[config.mk]
export PLATFORM = sky130hd
export DESIGN_NAME = instr_fetch
export DESIGN_NICKNAME = d
export VERILOG_FILES = /design/src/rtl/instr_fetch.sv
export SDC_FILE = /design/constraint.sdc
export NUM_CORES = 1
export LEC_CHECK = 0
export CAP_MARGIN = 20
export CORE_MARGIN = 4
export CORE_UTILIZATION = 35
export DETAILED_ROUTE_END_ITERATION = 7
export HOLD_SLACK_MARGIN = 0.03
export PLACE_DENSITY = 0.66
export SYNTH_ARGS = -nofsm -noshare
export SYNTH_HDL_FRONTEND = slang
export SYNTH_SLANG_ARGS = --single-unit
[constraint.sdc]
create_clock -name clk -period 2.45 [get_ports clk]
set_clock_uncertainty 0.2 [all_clocks]
set_input_delay 0.245 -clock clk [delete_from_list [all_inputs] [get_ports clk]]
set_output_delay 0.245 -clock clk [all_outputs]
set_load 0.02 [all_outputs]
[src/rtl/instr_fetch.sv]
// Single-stage instruction fetch: a PC register feeds a combinational instruction memory,
// and a valid/ready output stage holds the fetched word. Redirects flush that stage.
module instr_fetch #(
  parameter logic [31:0] RESET_PC  = 32'h0000_0000,
  parameter logic [31:0] NOP_INSTR = 32'h0000_0013
) (
  input  logic        clk,
  input  logic        rst,
  output logic [31:0] imem_addr,
  input  logic [31:0] imem_instr,
  input  logic        redirect_valid,
  input  logic [31:0] redirect_pc,
  input  logic        halt,
  output logic        out_valid,
  input  logic        out_ready,
  output logic [31:0] out_pc,
  output logic [31:0] out_instr,
  output logic        misalign,
  output logic [31:0] fetch_count
);

  logic [31:0] pc_r;
  logic        out_valid_r;
  logic [31:0] out_pc_r;
  logic [31:0] out_instr_r;
  logic        misalign_r;
  logic [31:0] fetch_count_r;

  logic [31:0] pc_s;
  logic        out_valid_s;
  logic [31:0] out_pc_s;
  logic [31:0] out_instr_s;
  logic        misalign_s;
  logic [31:0] fetch_count_s;

  logic        slot_open_s;
  logic        fire_s;
  logic        handshake_s;

  // Handshake and fetch qualifiers derived from the current output stage.
  always_comb begin
    slot_open_s = !out_valid_r || out_ready;
    handshake_s = out_valid_r && out_ready;
    fire_s      = slot_open_s && !halt && !redirect_valid;
  end

  // Next-state selection: redirect beats fetch, which beats bubble/hold.
  always_comb begin
    pc_s          = pc_r;
    out_valid_s   = out_valid_r;
    out_pc_s      = out_pc_r;
    out_instr_s   = out_instr_r;
    misalign_s    = 1'b0;
    fetch_count_s = fetch_count_r;

    // A word flushed by a concurrent redirect was still consumed, so it counts.
    if (handshake_s) begin
      fetch_count_s = fetch_count_r + 32'd1;
    end else begin
      fetch_count_s = fetch_count_r;
    end

    if (redirect_valid) begin
      pc_s        = {redirect_pc[31:2], 2'b00};
      out_valid_s = 1'b0;
      out_instr_s = NOP_INSTR;
      misalign_s  = (redirect_pc[1:0] != 2'b00);
    end else if (fire_s) begin
      pc_s        = pc_r + 32'd4;
      out_valid_s = 1'b1;
      out_pc_s    = pc_r;
      out_instr_s = imem_instr;
    end else if (slot_open_s) begin
      out_valid_s = 1'b0;
      out_instr_s = NOP_INSTR;
    end else begin
      pc_s        = pc_r;
      out_valid_s = out_valid_r;
    end
  end

  // State registers with synchronous reset.
  always_ff @(posedge clk) begin
    if (rst) begin
      pc_r          <= RESET_PC;
      out_valid_r   <= 1'b0;
      out_pc_r      <= 32'h0000_0000;
      out_instr_r   <= NOP_INSTR;
      misalign_r    <= 1'b0;
      fetch_count_r <= 32'h0000_0000;
    end else begin
      pc_r          <= pc_s;
      out_valid_r   <= out_valid_s;
      out_pc_r      <= out_pc_s;
      out_instr_r   <= out_instr_s;
      misalign_r    <= misalign_s;
      fetch_count_r <= fetch_count_s;
    end
  end

  assign imem_addr   = pc_r;
  assign out_valid   = out_valid_r;
  assign out_pc      = out_pc_r;
  assign out_instr   = out_instr_r;
  assign misalign    = misalign_r;
  assign fetch_count = fetch_count_r;

endmodule

==> results of run 1 <==
-- state kept, by name (all words and copies together), names as in the netlist --
signal       flops
out_instr       32
misalign         1
out_pc          30
imem_addr       30
out_valid        1
fetch_count     32
-- cells by family (layout without fill, tap and decap cells) --
kind of cell	count (synthesis)	count (layout)	share of synthesized area (%)
AND/OR/NAND/NOR	285	285	25.6
AO/OA/AOI/OAI	109	109	13.3
adder cells (fa/ha/maj)	2	2	0.477
XOR/XNOR	48	48	8.01
flip-flops	126	126	48.1
multiplexers	2	2	0.382
other	1	4	0.0715
buffers and inverters	52	275	4.08
-- power groups by stage --
| stage | sequential (W) | clock, W | combinational (W) |
|---|---|---|---|
| after floorplan | 0.00229 | 0 | 0.000175 |
| after global placement | 0.00220 | 0 | 0.000583 |
| after detailed placement | 0.00221 | 0 | 0.000591 |
| after CTS | 0.00216 | 0.00260 | 0.000597 |
| after global routing | 0.00217 | 0.00270 | 0.000639 |
| final | 0.00216 | 0.00254 | 0.000591 |
-- synthesized netlist by cell type, types with 2 or more instances --
| cell type | count |
|---|---|
| sky130_fd_sc_hd__buf_2 | 2 |
| sky130_fd_sc_hd__clkbuf_1 | 37 |
| sky130_fd_sc_hd__nor4_1 | 13 |
| sky130_fd_sc_hd__mux2i_1 | 2 |
| sky130_fd_sc_hd__buf_4 | 4 |
| sky130_fd_sc_hd__a211oi_1 | 19 |
| sky130_fd_sc_hd__nand2_1 | 89 |
| sky130_fd_sc_hd__nor2_1 | 88 |
| sky130_fd_sc_hd__and3_1 | 5 |
| sky130_fd_sc_hd__nor3_1 | 12 |
| sky130_fd_sc_hd__o21ai_0 | 8 |
| sky130_fd_sc_hd__inv_1 | 6 |
| sky130_fd_sc_hd__nand3_1 | 25 |
| sky130_fd_sc_hd__xor2_1 | 25 |
| sky130_fd_sc_hd__a22oi_1 | 29 |
| sky130_fd_sc_hd__ha_1 | 2 |
| sky130_fd_sc_hd__a311oi_1 | 5 |
| sky130_fd_sc_hd__o22ai_1 | 3 |
| sky130_fd_sc_hd__xnor2_1 | 23 |
| sky130_fd_sc_hd__or4_1 | 2 |
| sky130_fd_sc_hd__or2_2 | 3 |
| sky130_fd_sc_hd__nor3b_1 | 2 |
| sky130_fd_sc_hd__and4_1 | 10 |
| sky130_fd_sc_hd__a21oi_1 | 40 |
| sky130_fd_sc_hd__buf_1 | 2 |
| sky130_fd_sc_hd__dfxtp_1 | 126 |
| sky130_fd_sc_hd__nand4_1 | 19 |
| sky130_fd_sc_hd__and2_1 | 3 |
| sky130_fd_sc_hd__or3_1 | 6 |
-- worst max-delay path by stage --
stage | start | to | slack (ns) | cells after the start
floorplan | imem_addr[14]$_SDFFE_PP0P_ | imem_addr[26]$_SDFFE_PP0P_ | 0.10 | 5
global placement | out_ready | imem_addr[18]$_SDFFE_PP0P_ | -0.06 | 6
detailed placement | out_ready | out_pc[25]$_SDFFE_PP0P_ | -0.09 | 10
CTS | imem_addr[11]$_SDFFE_PP0P_ | imem_addr[22]$_SDFFE_PP0P_ | 0.22 | 6
global route | fetch_count[8]$_SDFFE_PP0P_ | fetch_count[21]$_SDFFE_PP0P_ | 0.05 | 5
finish | imem_addr[11]$_SDFFE_PP0P_ | imem_addr[22]$_SDFFE_PP0P_ | 0.22 | 6
-- metal layers --
layer / up-vias / global-route usage (%) / wire [µm]
li1: 2611 / - / -
met4: 0 / 7.14 / 267
met3: 24 / 8.01 / 1510
met1: 2525 / 23.5 / 6900
met5: - / 0 / 0
met2: 187 / 32.1 / 7720
-- cells in the final DEF (no fill, tap or decap), types with 19 or more instances in the layout --
| cell type | Yosys | layout |
|---|---|---|
| sky130_fd_sc_hd__a22oi_1 | 29 | 29 |
| sky130_fd_sc_hd__xnor2_1 | 23 | 23 |
| sky130_fd_sc_hd__nand2_1 | 89 | 89 |
| sky130_fd_sc_hd__a21oi_1 | 40 | 40 |
| sky130_fd_sc_hd__clkdlybuf4s50_1 | 0 | 193 |
| sky130_fd_sc_hd__a211oi_1 | 19 | 19 |
| sky130_fd_sc_hd__nand4_1 | 19 | 19 |
| sky130_fd_sc_hd__buf_4 | 4 | 41 |
| sky130_fd_sc_hd__nor2_1 | 88 | 88 |
| sky130_fd_sc_hd__nand3_1 | 25 | 25 |
| sky130_fd_sc_hd__xor2_1 | 25 | 25 |
| sky130_fd_sc_hd__dfxtp_1 | 126 | 126 |
-- through the flow --
| stage | setup slack (ns) | TNS (ns) | power, W |
|---|---|---|---|
| CTS | 0.220 | 0 | 0.00536 |
| detailed placement | -0.0949 | -1.66 | 0.00280 |
| global route | 0.0543 | 0 | 0.00551 |
| global placement | -0.0581 | -0.246 | 0.00279 |
| floorplan | 0.105 | 0 | 0.00246 |
| finish | 0.221 | 0 | 0.00529 |
-- final cells by class --
class	count	area, µm²
flip-flops and latches	126	2520
clock buffers	17	425
inverters	6	22.5
well taps	184	230
clock inverters	15	171
multi-input cells	450	2530
fillers	1292	6400
repair buffers	237	2290
-- critical path, cell delays in order (launching register included) --
cell	delay, ns
sky130_fd_sc_hd__dfxtp_1	0.42
sky130_fd_sc_hd__nand4_1	0.20
sky130_fd_sc_hd__or4_1	0.54
sky130_fd_sc_hd__buf_4	0.19
sky130_fd_sc_hd__nor4_1	0.33
sky130_fd_sc_hd__xnor2_1	0.16
sky130_fd_sc_hd__a21oi_1	0.08
==> flow_metrics.env, run 1 <==
export IMPL_n_antenna_cell=0
export IMPL_timing_max_cap_violations=0
export IMPL_netlist_top_cells_area="sky130_fd_sc_hd__dfxtp_1 (48%), sky130_fd_sc_hd__nand2_1 (6.4%), sky130_fd_sc_hd__nor2_1 (6.3%)"
export IMPL_synth_top_flop_cell="sky130_fd_sc_hd__dfxtp_1"
export IMPL_post_synth_num_cell_types=44
export IMPL_die_area_um2=17000
export IMPL_postSynth_asyncResetShare_pct=0
export IMPL_tritoncts_num_buffers=17
export IMPL_cellLeakagePower_nw=2.85
export IMPL_min_delay_src="redirect_pc[5]"
export IMPL_clk_path_buf_depth=2
export IMPL_timing_max_slew_rel_slack_pct=65.5
export IMPL_post_synth_cell_area_avg_um2=8.39
export IMPL_initial_utilization_pct=36.0
export IMPL_clkTransAtPathRegs_ns=0.06
export IMPL_dpl_cell_count=1002
export IMPL_core_area_um2=14600
export IMPL_synth_top_area_cell="sky130_fd_sc_hd__dfxtp_1"
export IMPL_antenna_found_initial=0
export IMPL_arrival_ns=2.32
export IMPL_cts_hold_buffers=1
export IMPL_place_port_buffers=194
export IMPL_row_count=44
export IMPL_p_per_cell_area_nw_per_um2=646
export IMPL_fin_crit_sh_pct=91.0
export IMPL_timing_final_setup_violations=0
export IMPL_clk_root_buffer_cell="sky130_fd_sc_hd__clkbuf_16"
export IMPL_detail_route_wl_per_cell_um=15.8
export IMPL_cts_sinks=126
export IMPL_gr_total_overflow=0
export IMPL_drv_slew=0
export IMPL_post_route_drc_count=0
export IMPL_timing_reg2reg_worst_path_depth=6
export IMPL_setup_repair_after_global_routing_missed_its_margin="false"
export IMPL_worst_hold_slack_ns=0.187
export IMPL_vdd_ir_drop_max_mv=0.452
export IMPL_place_hpwl_um=11900
export IMPL_hold_path_depth=3
export IMPL_fin_nets=909
export IMPL_seq_area_frac_synth_pct=48.1
export IMPL_tightest_slew_ns=0.514
export IMPL_crit_path_start_kind="flip-flop"
export IMPL_layout_area_overhead_vs_synth_pct=56.1
export IMPL_setup_worst_path_end_class="flip-flop"
export IMPL_timing_hold_worst_endpoint="imem_addr[5]$_SDFFE_PP0P_"
export IMPL_first_global_vias=5325
export IMPL_fp_dieH_um=130
export IMPL_drt_initial_drc_count=224
export IMPL_routed_via_count=5347
export IMPL_final_design_area_no_fill_um2=8190
export IMPL_critical_r2r_launch="imem_addr[11]$_SDFFE_PP0P_"
export IMPL_ys_seq_elements=126
export IMPL_min_path_type="input port to flip-flop"
export IMPL_critical_path_required_ns=2.55
export IMPL_clock_tree_htree_level_count=4
export IMPL_synthesis_warnings=0
export IMPL_synth_cells=625
export IMPL_p_int_w=0.00400
export IMPL_cts_post_setup_buffers_inserted=0
export IMPL_clkLatencyLatePin_ns=0.42
export IMPL_cts_resized_gates=0
export IMPL_fp_dieW_um=130
export IMPL_power_frac_comb_pct=11.2
export IMPL_timing_worst_setup_path_type="flip-flop to flip-flop"
export IMPL_gp_routability_congestion=0.807
export IMPL_fmaxAchievable_ghz=0.449
export IMPL_hold_viol=0
export IMPL_worst_r2r_setup_slack_ns=0.22
export IMPL_p_seq_share_pct=40.9
export IMPL_drt_pass1_iter_count=4
export IMPL_grt_max_degree=60
export IMPL_clockPowerShare_pct=48.0
export IMPL_placed_area_um2=7580
export IMPL_period_minus_slack_ns=2.23
export IMPL_postRouteWirelength_um=16400
export IMPL_antenna_nets_post_route=0
export IMPL_finalNonFillerCells=1035
export IMPL_fin_util_pct=56.1
export IMPL_rr_endpoint="imem_addr[22]$_SDFFE_PP0P_"
export IMPL_grt_pass1_wl_um=26700
export IMPL_boundaryPins=199
export IMPL_route_detailed_vias_per_inst=5.17
export IMPL_outcome="finished clean"
export IMPL_number_of_synthesized_flops_with_an_enable_pin=0
export IMPL_syn_cell_area_um2=5250
export IMPL_netlist_area_leader_share_pct=48.1
export IMPL_final_layout_size_suffix_gt1_share_pct=9.75
export IMPL_track_usage_pct=19.7
export IMPL_power_switching_share_pct=24.5
export IMPL_timing_critical_path_fanout_max=5
export IMPL_net_switching_component_of_the_power_w=0.00130
export IMPL_cts_tree="done"
Note: power is estimated with default switching activity, not from simulation.
==> run 2: changes to the inputs <==
--- a/config.mk
+++ b/config.mk
@@ -11,6 +11,7 @@
 export DETAILED_ROUTE_END_ITERATION = 7
 export HOLD_SLACK_MARGIN = 0.03
 export PLACE_DENSITY = 0.66
+export SKIP_CTS_REPAIR_TIMING = 1
 export SYNTH_ARGS = -nofsm -noshare
 export SYNTH_HDL_FRONTEND = slang
 export SYNTH_SLANG_ARGS = --single-unit
==> flow_metrics.env, run 2 (same netlist as run 1, synthesis figures left out) <==
export IMPL_timing_worst_setup_path_type="flip-flop to flip-flop"
export IMPL_detail_route_wl_per_cell_um=15.8
export IMPL_gp_routability_congestion=0.807
export IMPL_cts_sinks=126
export IMPL_tightest_slew_ns=0.514
export IMPL_crit_path_start_kind="flip-flop"
export IMPL_p_per_cell_area_nw_per_um2=647
export IMPL_setup_repair_after_global_routing_missed_its_margin="false"
export IMPL_fp_dieH_um=130
export IMPL_finalWorstSetupSlack_ns=0.198
export IMPL_setup_worst_path_end_class="flip-flop"
export IMPL_most_common_library_cell_in_the_layout_ignoring_fill_and_taps="sky130_fd_sc_hd__clkdlybuf4s50_1"
export IMPL_grt_pass1_wl_um=26700
export IMPL_arrival_ns=2.35
export IMPL_boundaryPins=199
export IMPL_tritoncts_num_buffers=17
export IMPL_die_area_um2=17000
export IMPL_clockPowerShare_pct=48.0
export IMPL_p_seq_share_pct=40.8
export IMPL_route_detailed_vias_per_inst=5.15
export IMPL_clk_path_buf_depth=2
export IMPL_timing_max_cap_violations=0
export IMPL_n_antenna_cell=0
export IMPL_fmaxAchievable_ghz=0.444
export IMPL_outcome="finished clean"
export IMPL_clkTransAtPathRegs_ns=0.06
export IMPL_gr_total_overflow=0
export IMPL_place_hpwl_um=11900
export IMPL_highest_count_cells_in_the_layout_ignoring_fill_and_taps="sky130_fd_sc_hd__clkdlybuf4s50_1 (193), sky130_fd_sc_hd__dfxtp_1 (126), sky130_fd_sc_hd__nand2_1 (89)"
export IMPL_fin_crit_sh_pct=91.9
export IMPL_track_usage_pct=19.7
export IMPL_core_area_um2=14600
export IMPL_drt_pass1_iter_count=4
export IMPL_drv_slew=0
export IMPL_fp_dieW_um=130
export IMPL_first_global_vias=5322
export IMPL_antenna_found_initial=0
export IMPL_fin_nets=909
export IMPL_row_count=44
export IMPL_worst_hold_slack_ns=0.186
export IMPL_postRouteWirelength_um=16400
export IMPL_routed_via_count=5330
export IMPL_clkLatencyLatePin_ns=0.42
export IMPL_place_port_buffers=194
export IMPL_cellLeakagePower_nw=2.85
export IMPL_layout_filler_cell_count=1292
export IMPL_final_design_area_no_fill_um2=8190
export IMPL_placed_area_um2=7580
export IMPL_drt_initial_drc_count=201
export IMPL_net_switching_component_of_the_power_w=0.00130
export IMPL_vdd_ir_drop_max_mv=0.452
export IMPL_finalNonFillerCells=1035
export IMPL_dpl_cell_count=1002
export IMPL_final_layout_size_suffix_gt1_share_pct=9.75
export IMPL_timing_final_setup_violations=0
export IMPL_grt_max_degree=60
export IMPL_cts_tree="done"
export IMPL_post_route_drc_count=0
export IMPL_clock_tree_htree_level_count=4
export IMPL_timing_setup_tns_ns=0
export IMPL_power_switching_share_pct=24.5
export IMPL_layout_area_overhead_vs_synth_pct=56.1
export IMPL_timing_critical_path_fanout_max=5
export IMPL_p_int_w=0.00400
export IMPL_hold_viol=0
export IMPL_power_frac_comb_pct=11.2
export IMPL_period_minus_slack_ns=2.25
export IMPL_antenna_nets_post_route=0
export IMPL_min_path_type="input port to flip-flop"
export IMPL_timing_max_slew_rel_slack_pct=65.5
export IMPL_pre_cts_ws_ns=-0.0949
export IMPL_initial_utilization_pct=36.0
export IMPL_critical_path_required_ns=2.54
export IMPL_clk_root_buffer_cell="sky130_fd_sc_hd__clkbuf_16"
-- run 2: metal layers --
| layer | track usage [%] | part of all wire [%] | routed length (µm) | vias to the layer above |
|---|---|---|---|---|
| met4 | 7.14 | 1.6 | 267 | 0 |
| met1 | 23.5 | 42 | 6900 | 2519 |
| li1 | - | - | - | 2609 |
| met5 | 0 | 0 | 0 | - |
| met3 | 8.01 | 8.9 | 1470 | 24 |
| met2 | 32.1 | 47 | 7760 | 178 |
-- run 2: power groups by stage --
stage	combinational, W	clock, W	sequential [W]
finish	0.000591	0.00254	0.00216
global route	0.000639	0.00270	0.00217
CTS	0.000595	0.00260	0.00216
detailed placement	0.000591	0	0.00221
global placement	0.000583	0	0.00220
floorplan	0.000175	0	0.00229
-- run 2: worst paths after layout --
path	to	cells after the start	slack, ns	from
setup / recovery	imem_addr[22]$_SDFFE_PP0P_	6	0.20	imem_addr[11]$_SDFFE_PP0P_
hold / removal	imem_addr[5]$_SDFFE_PP0P_	3	0.19	redirect_pc[5]
setup reg to reg	imem_addr[22]$_SDFFE_PP0P_	6	0.20	imem_addr[11]$_SDFFE_PP0P_
hold reg to reg	out_pc[16]$_SDFFE_PP0P_	2	0.25	out_pc[16]$_SDFFE_PP0P_
-- run 2: critical path: stages (launching register included) --
cell	delay [ns]
sky130_fd_sc_hd__dfxtp_1	0.42
sky130_fd_sc_hd__nand4_1	0.20
sky130_fd_sc_hd__or4_1	0.54
sky130_fd_sc_hd__buf_4	0.19
sky130_fd_sc_hd__nor4_1	0.34
sky130_fd_sc_hd__xnor2_1	0.16
sky130_fd_sc_hd__a21oi_1	0.08
-- run 2: final cells by class --
type	count	area, µm²	share of cell area (%)
clock inverter	15	171	2.09
clock buffer	17	425	5.19
tap	184	230	2.81
timing repair buffer	237	2290	28.0
inverter	6	22.5	0.275
multi-input combinational	450	2530	30.9
sequential	126	2520	30.8
-- run 2: through the flow --
step | util (%) | total power (W)
floorplan | - | 0.00246
global placement | 52.0 | 0.00279
detailed placement | 52.0 | 0.00280
CTS | 56.1 | 0.00535
global route | 56.1 | 0.00551
finish | 56.1 | 0.00530
==> run 3: changes to the inputs <==
--- a/config.mk
+++ b/config.mk
@@ -6,12 +6,12 @@
 export NUM_CORES = 1
 export LEC_CHECK = 0
 export CAP_MARGIN = 20
-export CORE_MARGIN = 4
 export CORE_UTILIZATION = 35
 export DETAILED_ROUTE_END_ITERATION = 7
 export HOLD_SLACK_MARGIN = 0.03
 export PLACE_DENSITY = 0.66
 export SKIP_CTS_REPAIR_TIMING = 1
+export SLEW_MARGIN = 20
 export SYNTH_ARGS = -nofsm -noshare
 export SYNTH_HDL_FRONTEND = slang
 export SYNTH_SLANG_ARGS = --single-unit
==> flow_metrics.env, run 3 (same netlist as run 1, synthesis figures left out) <==
export IMPL_core_area_um2=14600
export IMPL_clk_root_buffer_cell="sky130_fd_sc_hd__clkbuf_16"
export IMPL_place_hpwl_um=11400
export IMPL_drt_initial_drc_count=289
export IMPL_gr_usage_met2_pct=34.8
export IMPL_fp_dieW_um=124
export IMPL_cts_sinks=126
export IMPL_first_global_vias=5248
export IMPL_row_count=44
export IMPL_initial_utilization_pct=36.0
export IMPL_timing_final_setup_violations=0
export IMPL_finalPower_w=0.00507
export IMPL_tightest_slew_ns=0.638
export IMPL_cellLeakagePower_nw=2.83
export IMPL_clkTransAtPathRegs_ns=0.06
export IMPL_grt_busiest_layer="met2"
export IMPL_die_area_um2=15500
export IMPL_antenna_found_initial=0
export IMPL_global_route_usage_met1_pct=24.6
export IMPL_drt_pass1_iter_count=4
export IMPL_clock_tree_htree_level_count=4
export IMPL_layout_filler_cell_count=1276
export IMPL_highest_count_cells_in_the_layout_ignoring_fill_and_taps="sky130_fd_sc_hd__clkdlybuf4s50_1 (193), sky130_fd_sc_hd__dfxtp_1 (126), sky130_fd_sc_hd__nand2_1 (89)"
export IMPL_setup_worst_path_end_class="flip-flop"
export IMPL_hold_viol=0
export IMPL_final_layout_size_suffix_gt1_share_pct=9.42
export IMPL_timing_max_slew_rel_slack_pct=57.5
export IMPL_fin_nets=908
export IMPL_timing_max_cap_violations=0
export IMPL_crit_path_start_kind="flip-flop"
export IMPL_final_design_area_no_fill_um2=8110
export IMPL_placed_area_um2=7570
export IMPL_track_usage_pct=20.8
export IMPL_p_per_cell_area_nw_per_um2=625
export IMPL_fin_crit_sh_pct=91.6
export IMPL_timing_worst_setup_path_type="flip-flop to flip-flop"
export IMPL_postRouteWirelength_um=16000
export IMPL_detail_route_wl_per_cell_um=15.5
export IMPL_finalNonFillerCells=1033
export IMPL_finalWorstSetupSlack_ns=0.207
export IMPL_gp_routability_congestion=0.832
export IMPL_route_detailed_vias_per_inst=5.17
export IMPL_place_port_buffers=194
export IMPL_post_route_drc_count=0
export IMPL_antenna_nets_post_route=0
export IMPL_routed_via_count=5342
export IMPL_dpl_cell_count=1002
export IMPL_worst_r2r_setup_slack_ns=0.21
export IMPL_layout_area_overhead_vs_synth_pct=54.6
export IMPL_most_common_library_cell_in_the_layout_ignoring_fill_and_taps="sky130_fd_sc_hd__clkdlybuf4s50_1"
export IMPL_tritoncts_num_buffers=17
export IMPL_critical_path_required_ns=2.57
export IMPL_outcome="finished clean"
export IMPL_timing_critical_path_fanout_max=7
export IMPL_boundaryPins=199
export IMPL_fmaxAchievable_ghz=0.446
export IMPL_clkLatencyLatePin_ns=0.42
export IMPL_vdd_ir_drop_max_mv=0.402
export IMPL_setup_repair_after_global_routing_missed_its_margin="false"
export IMPL_period_minus_slack_ns=2.24
export IMPL_grt_max_degree=63
export IMPL_fp_dieH_um=124
export IMPL_arrival_ns=2.36
export IMPL_grt_pass1_wl_um=25900
export IMPL_pre_cts_ws_ns=-0.129
export IMPL_gr_total_overflow=0
export IMPL_clk_path_buf_depth=2
export IMPL_grt_util_met3_pct=6.74
export IMPL_min_path_type="input port to flip-flop"
export IMPL_n_antenna_cell=0
export IMPL_drv_slew=0
export IMPL_cts_tree="done"
==> run 3: where the power goes <==
group | switching [W] | internal (W) | total [W]
registers | 0.0000508 | 0.00211 | 0.00216
clock network | 0.000915 | 0.00141 | 0.00232
logic | 0.000295 | 0.000293 | 0.000588
==> run 3: final timing paths <==
check | startpoint | cells past startpoint | endpoint
worst min register to register | out_pc[26]$_SDFFE_PP0P_ | 2 | out_pc[26]$_SDFFE_PP0P_
worst min-delay path | rst | 2 | imem_addr[9]$_SDFFE_PP0P_
worst max-delay path | imem_addr[16]$_SDFFE_PP0P_ | 4 | imem_addr[26]$_SDFFE_PP0P_
worst max register to register | imem_addr[16]$_SDFFE_PP0P_ | 4 | imem_addr[26]$_SDFFE_PP0P_
==> run 3: layout make-up <==
class	count	area [µm²]	share of cell area, %
Multi-Input combinational cell	450	2530	31.2
Timing Repair Buffer	236	2270	27.9
Tap cell	184	230	2.84
Clock inverter	11	95.1	1.17
Sequential cell	126	2520	31.1
Clock buffer	20	447	5.51
Inverter	6	22.5	0.278
==> run 3: layer usage <==
layer	part of all wire, %	up-vias
met2	49	180
met1	43	2540
li1	-	2603
met4	1.5	0
met3	6.4	19
met5	0	-
==> run 3: worst max-delay path, stage by stage (launching register included) <==
cell	delay (ns)
sky130_fd_sc_hd__dfxtp_1	0.36
sky130_fd_sc_hd__nand4_2	0.17
sky130_fd_sc_hd__or4_1	0.62
sky130_fd_sc_hd__or4_1	0.53
sky130_fd_sc_hd__a311oi_1	0.26
==> run 3: through the flow <==
| step | TNS [ns] | util (%) | hold slack (ns) |
|---|---|---|---|
| 6_report | 0 | 55.6 | 0.0289 |
| 5_1_grt | 0 | 55.6 | 0.0495 |
| 4_1_cts | 0 | 55.6 | -0.00235 |
| 3_5_place_dp | -2.33 | 51.9 | 0.249 |
| 3_3_place_gp | -0.514 | 51.9 | 0.242 |
| 2_1_floorplan | 0 | - | 0.166 |
==> RTL edit 1 (config.mk and constraints of run 3) <==
Put one more register stage on the output `fetch_count`, with the module's reset. The value now appears one clock later. The other outputs are not delayed to match.
--- a/src/rtl/instr_fetch.sv
+++ b/src/rtl/instr_fetch.sv
@@ -105,3 +105,9 @@
   assign misalign    = misalign_r;
-  assign fetch_count = fetch_count_r;
+  always_ff @(posedge clk) begin
+    if (rst) begin
+      fetch_count <= '0;
+    end else begin
+      fetch_count <= fetch_count_r;
+    end
+  end
 
Behaviour: not the same (a bounded check fails within 4 cycles, from zero or initial values and one cycle with rst high).
==> RTL edit 1 against run 3 <==
- the flow now finishes with violations (design-rule violations)
- sequential cell count rose by 32
- routed wire length rose by 20%
- final area rose by 18%
- first-iteration DRC count rose by 74%
- setup slack improved by 0.064 ns
- maximum frequency rose by 3.0%
- synthesized area rose by 24%
- count of clock-buffer cells in the layout rose by 2
- total power rose by 22%
- critical path type unchanged
- largest cell class is now flip-flops and latches
- largest power group unchanged
==> RTL edit 1: results <==
{
  "grt_pass1_vias": 5741,
  "synth_flop_cell": "dfxtp_1",
  "min_period_ns": 2.18,
  "grt_max_degree": 65,
  "synth_cell_types": 52,
  "status": "finished, violations left",
  "drive_gt1_frac": 0.111,
  "violations": "design-rule violations",
  "clk_path_buf_depth": 2,
  "cts-htree-levels": 4,
  "synth_commonest_cells": "dfxtp_1 (158), nand2_1 (98), nor2_1 (90)",
  "drt_iter0_drc": 502,
  "dp_hpwl_microns": 13900,
  "routed_wl_microns": 19200,
  "grt_pass1_wl_microns": 30700,
  "finalSetupViolations": 0,
  "power_clock_mw": 2.79,
  "gp_congestion": 0.863,
  "worstPathMaxFanout": 9,
  "clk_latency_ns": 0.43,
  "p_sw_frac": 0.239,
  "drc_errors": 12,
  "clk_pin_slew_ns": 0.06,
  "post-place-ws_ns": 0.00771,
  "cpPeakStageDelay_ns": 0.57,
  "crit_slowest_cell": "dfxtp_1",
  "cts_buffers": 17,
  "firstDrtPassIters": 8,
  "worst_pin_slew_ns": 0.632,
  "final_nets": 1044,
  "hold_class": "input pin to flop",
  "p_leak_nw": 3.41,
  "via_per_inst": 5.16,
  "rrSetupSlack_ns": 0.27,
  "critPathArrivalTime_ns": 2.29,
  "vdd_drop_max_mv": 0.508,
  "track_usage": 0.202,
  "ys_seq_area_frac": 0.484,
  "p_int_mw": 4.70,
  "ys_async_sr_fraction": 0,
  "seq_cell_power_mw": 2.70,
  "synth.area.top_cells": "dfxtp_1 (48%), nand2_1 (5.6%), nor2_1 (5.2%)",
  "holdWs_ns": 0.179
}
==> RTL edit 1: cell count changes after synthesis, moves of 10 or more <==
cell	change
nor2b_1	+31
mux2_2	+15
inv_1	+10
xor2_1	-13
a211oi_1	-13
xnor2_1	-17
dfxtp_1	+32
nor3_1	+10
==> RTL edit 1: through the flow <==
| stage | cell area [sq um] | util | std cells |
|---|---|---|---|
| 3_5_place_dp | 8950 | 0.493 | 1182 |
| 4_1_cts | 9570 | 0.527 | 1213 |
| 2_1_floorplan | 6540 | - | 761 |
| 3_3_place_gp | 8950 | 0.493 | 1182 |
| 5_1_grt | 9580 | 0.528 | 1214 |
| 6_report | 9580 | 0.528 | 1214 |
==> RTL edit 1: path summary, 6_finish.rpt <==
check | start | end | cells after the start
min | redirect_pc[4] | imem_addr[4] | 3
max reg2reg | imem_addr[8] | imem_addr[24] | 4
max | imem_addr[8] | imem_addr[24] | 4
min reg2reg | out_pc[22] | out_pc[22] | 2
==> RTL edit 1: area by class of cell <==
class | count | area, sq um
repair buffers | 248 | 2360
fillers | 1691 | 8570
well taps | 229 | 287
inverters | 16 | 60.1
clock buffers | 22 | 454
clock inverters | 9 | 159
multi-input cells | 532 | 3090
flip-flops and latches | 158 | 3160
==> RTL edit 1: cells by family after synthesis <==
group | synth area share
AOI/OAI and AO/OA | 0.137
xor gates and xnor gates | 0.0241
adders and majority gates | 0.00383
buffers and inverters | 0.0454
DFF | 0.484
muxes | 0.0259
other | 0.000574
and+or+nand+nor | 0.278
==> RTL edit 1: per-layer routing <==
| metal | part of all wire | wire [microns] | track usage |
|---|---|---|---|
| met4 | 0.017 | 325 | 0.0698 |
| met3 | 0.086 | 1650 | 0.0663 |
| met1 | 0.43 | 8170 | 0.245 |
| met5 | 0 | 0 | 0 |
| met2 | 0.47 | 9070 | 0.336 |
==> RTL edit 2 (flow settings as in run 3) <==
Made on the original files. Change the parameter `NOP_INSTR` from 32'h0000_0013 to 32'h00000009.
--- a/src/rtl/instr_fetch.sv
+++ b/src/rtl/instr_fetch.sv
@@ -4,3 +4,3 @@
   parameter logic [31:0] RESET_PC  = 32'h0000_0000,
-  parameter logic [31:0] NOP_INSTR = 32'h0000_0013
+  parameter logic [31:0] NOP_INSTR = 32'h00000009
 ) (
Function: changed (Yosys sat finds a counterexample within 4 cycles, from zero or initial values and one cycle with rst high).
==> RTL edit 2 against run 3 <==
- final area up 0.65%
- maximum frequency down 1.5%
- setup slack worse by 0.035 ns
- total power up 1.4%
- synthesized area about the same
- sequential share of layout area down 0.20 points
- count of clock-buffer cells in the layout up 1
- sequential power about the same
- sequential cell count unchanged
- worst hold slack better by 0.19 ns
- first-iteration DRC count up 29%
- routed wire length up 1.2%
- critical path depth unchanged
- critical path type unchanged
- critical endpoint unchanged
- largest cell class unchanged
==> RTL edit 2: results <==
{
  "final_nets": 913,
  "routed_wl_microns": 16100,
  "yosysTopAreaCellShare": 0.481,
  "synth-xor-area-share": 0.0801,
  "gp_congestion": 0.826,
  "critPathArrivalTime_ns": 2.39,
  "synth_commonest_cells": "dfxtp_1 (126), nor2_1 (89), nand2_1 (88)",
  "rrSetupSlack_ns": 0.17,
  "min_to": "imem_addr[8]",
  "grt_pass1_wl_microns": 25700,
  "min-delay-start": "redirect_pc[8]",
  "track_usage": 0.205,
  "drt_iter0_drc": 372,
  "grt_pass1_vias": 5235,
  "vdd_drop_max_mv": 0.474,
  "fillers": 1275,
  "synthAdderAreaFrac": 0.00477,
  "via_per_inst": 5.15,
  "status": "finished clean",
  "synth.mux.area_fraction": 0.00381,
  "dp_cells": 1006,
  "relSlewSlack": 0.605,
  "vias": 5338,
  "ys_seq_area_frac": 0.481,
  "syn_avg_cell_area_sq_um": 8.40,
  "synth_compound_area_frac": 0.134,
  "drive_gt1_frac": 0.0962
}
## RTL edit 2: final cells by class
cell class	count	area, sq um	area share
tap	184	230	0.0282
multi-input combinational	450	2530	0.310
inverter	6	22.5	0.00276
clock buffer	21	460	0.0564
clock inverter	8	92.6	0.0113
timing repair buffer	241	2310	0.283
sequential	126	2520	0.309
## RTL edit 2: report_power, final
group	leakage (nW)	internal [mW]	switching [mW]
sequential	1.03	2.11	0.0486
combinational	1.56	0.299	0.301
clock	0.274	1.52	0.858
## RTL edit 2: worst max path at each step
stage / start / endpoint / slack [ns] / cells after the start
6_report: imem_addr[16] / imem_addr[26] / 0.17 / 4
2_1_floorplan: imem_addr[14] / imem_addr[26] / 0.10 / 5
5_1_grt: fetch_count[8] / fetch_count[29] / 0.1 / 5
3_5_place_dp: out_ready / imem_addr[10] / -0.09 / 6
4_1_cts: imem_addr[16] / imem_addr[26] / 0.18 / 4
3_3_place_gp: out_ready / imem_addr[12] / 0.004 / 6
## RTL edit 2: layer usage
layer  track usage  vias up  share of wire
li1              -     2614              -
met1         0.240     2523           0.43
met2         0.347      180           0.49
met3        0.0696       21          0.060
met4        0.0723        0          0.018
met5             0        -              0
## RTL edit 2: metrics by stage
step                hold slack (ns)  utilization
finish                        0.218        0.560
global route                  0.225        0.560
global placement              0.245        0.521
CTS                         -0.0795        0.559
detailed placement            0.249        0.521
floorplan                     0.160            -
## RTL edit 2: worst max-delay path, cell delays in order (launching register included)
cell and delay [ns]:
dfxtp_1 0.35, nand4_2 0.17, or4_1 0.64, or4_1 0.56
a311oi_1 0.26
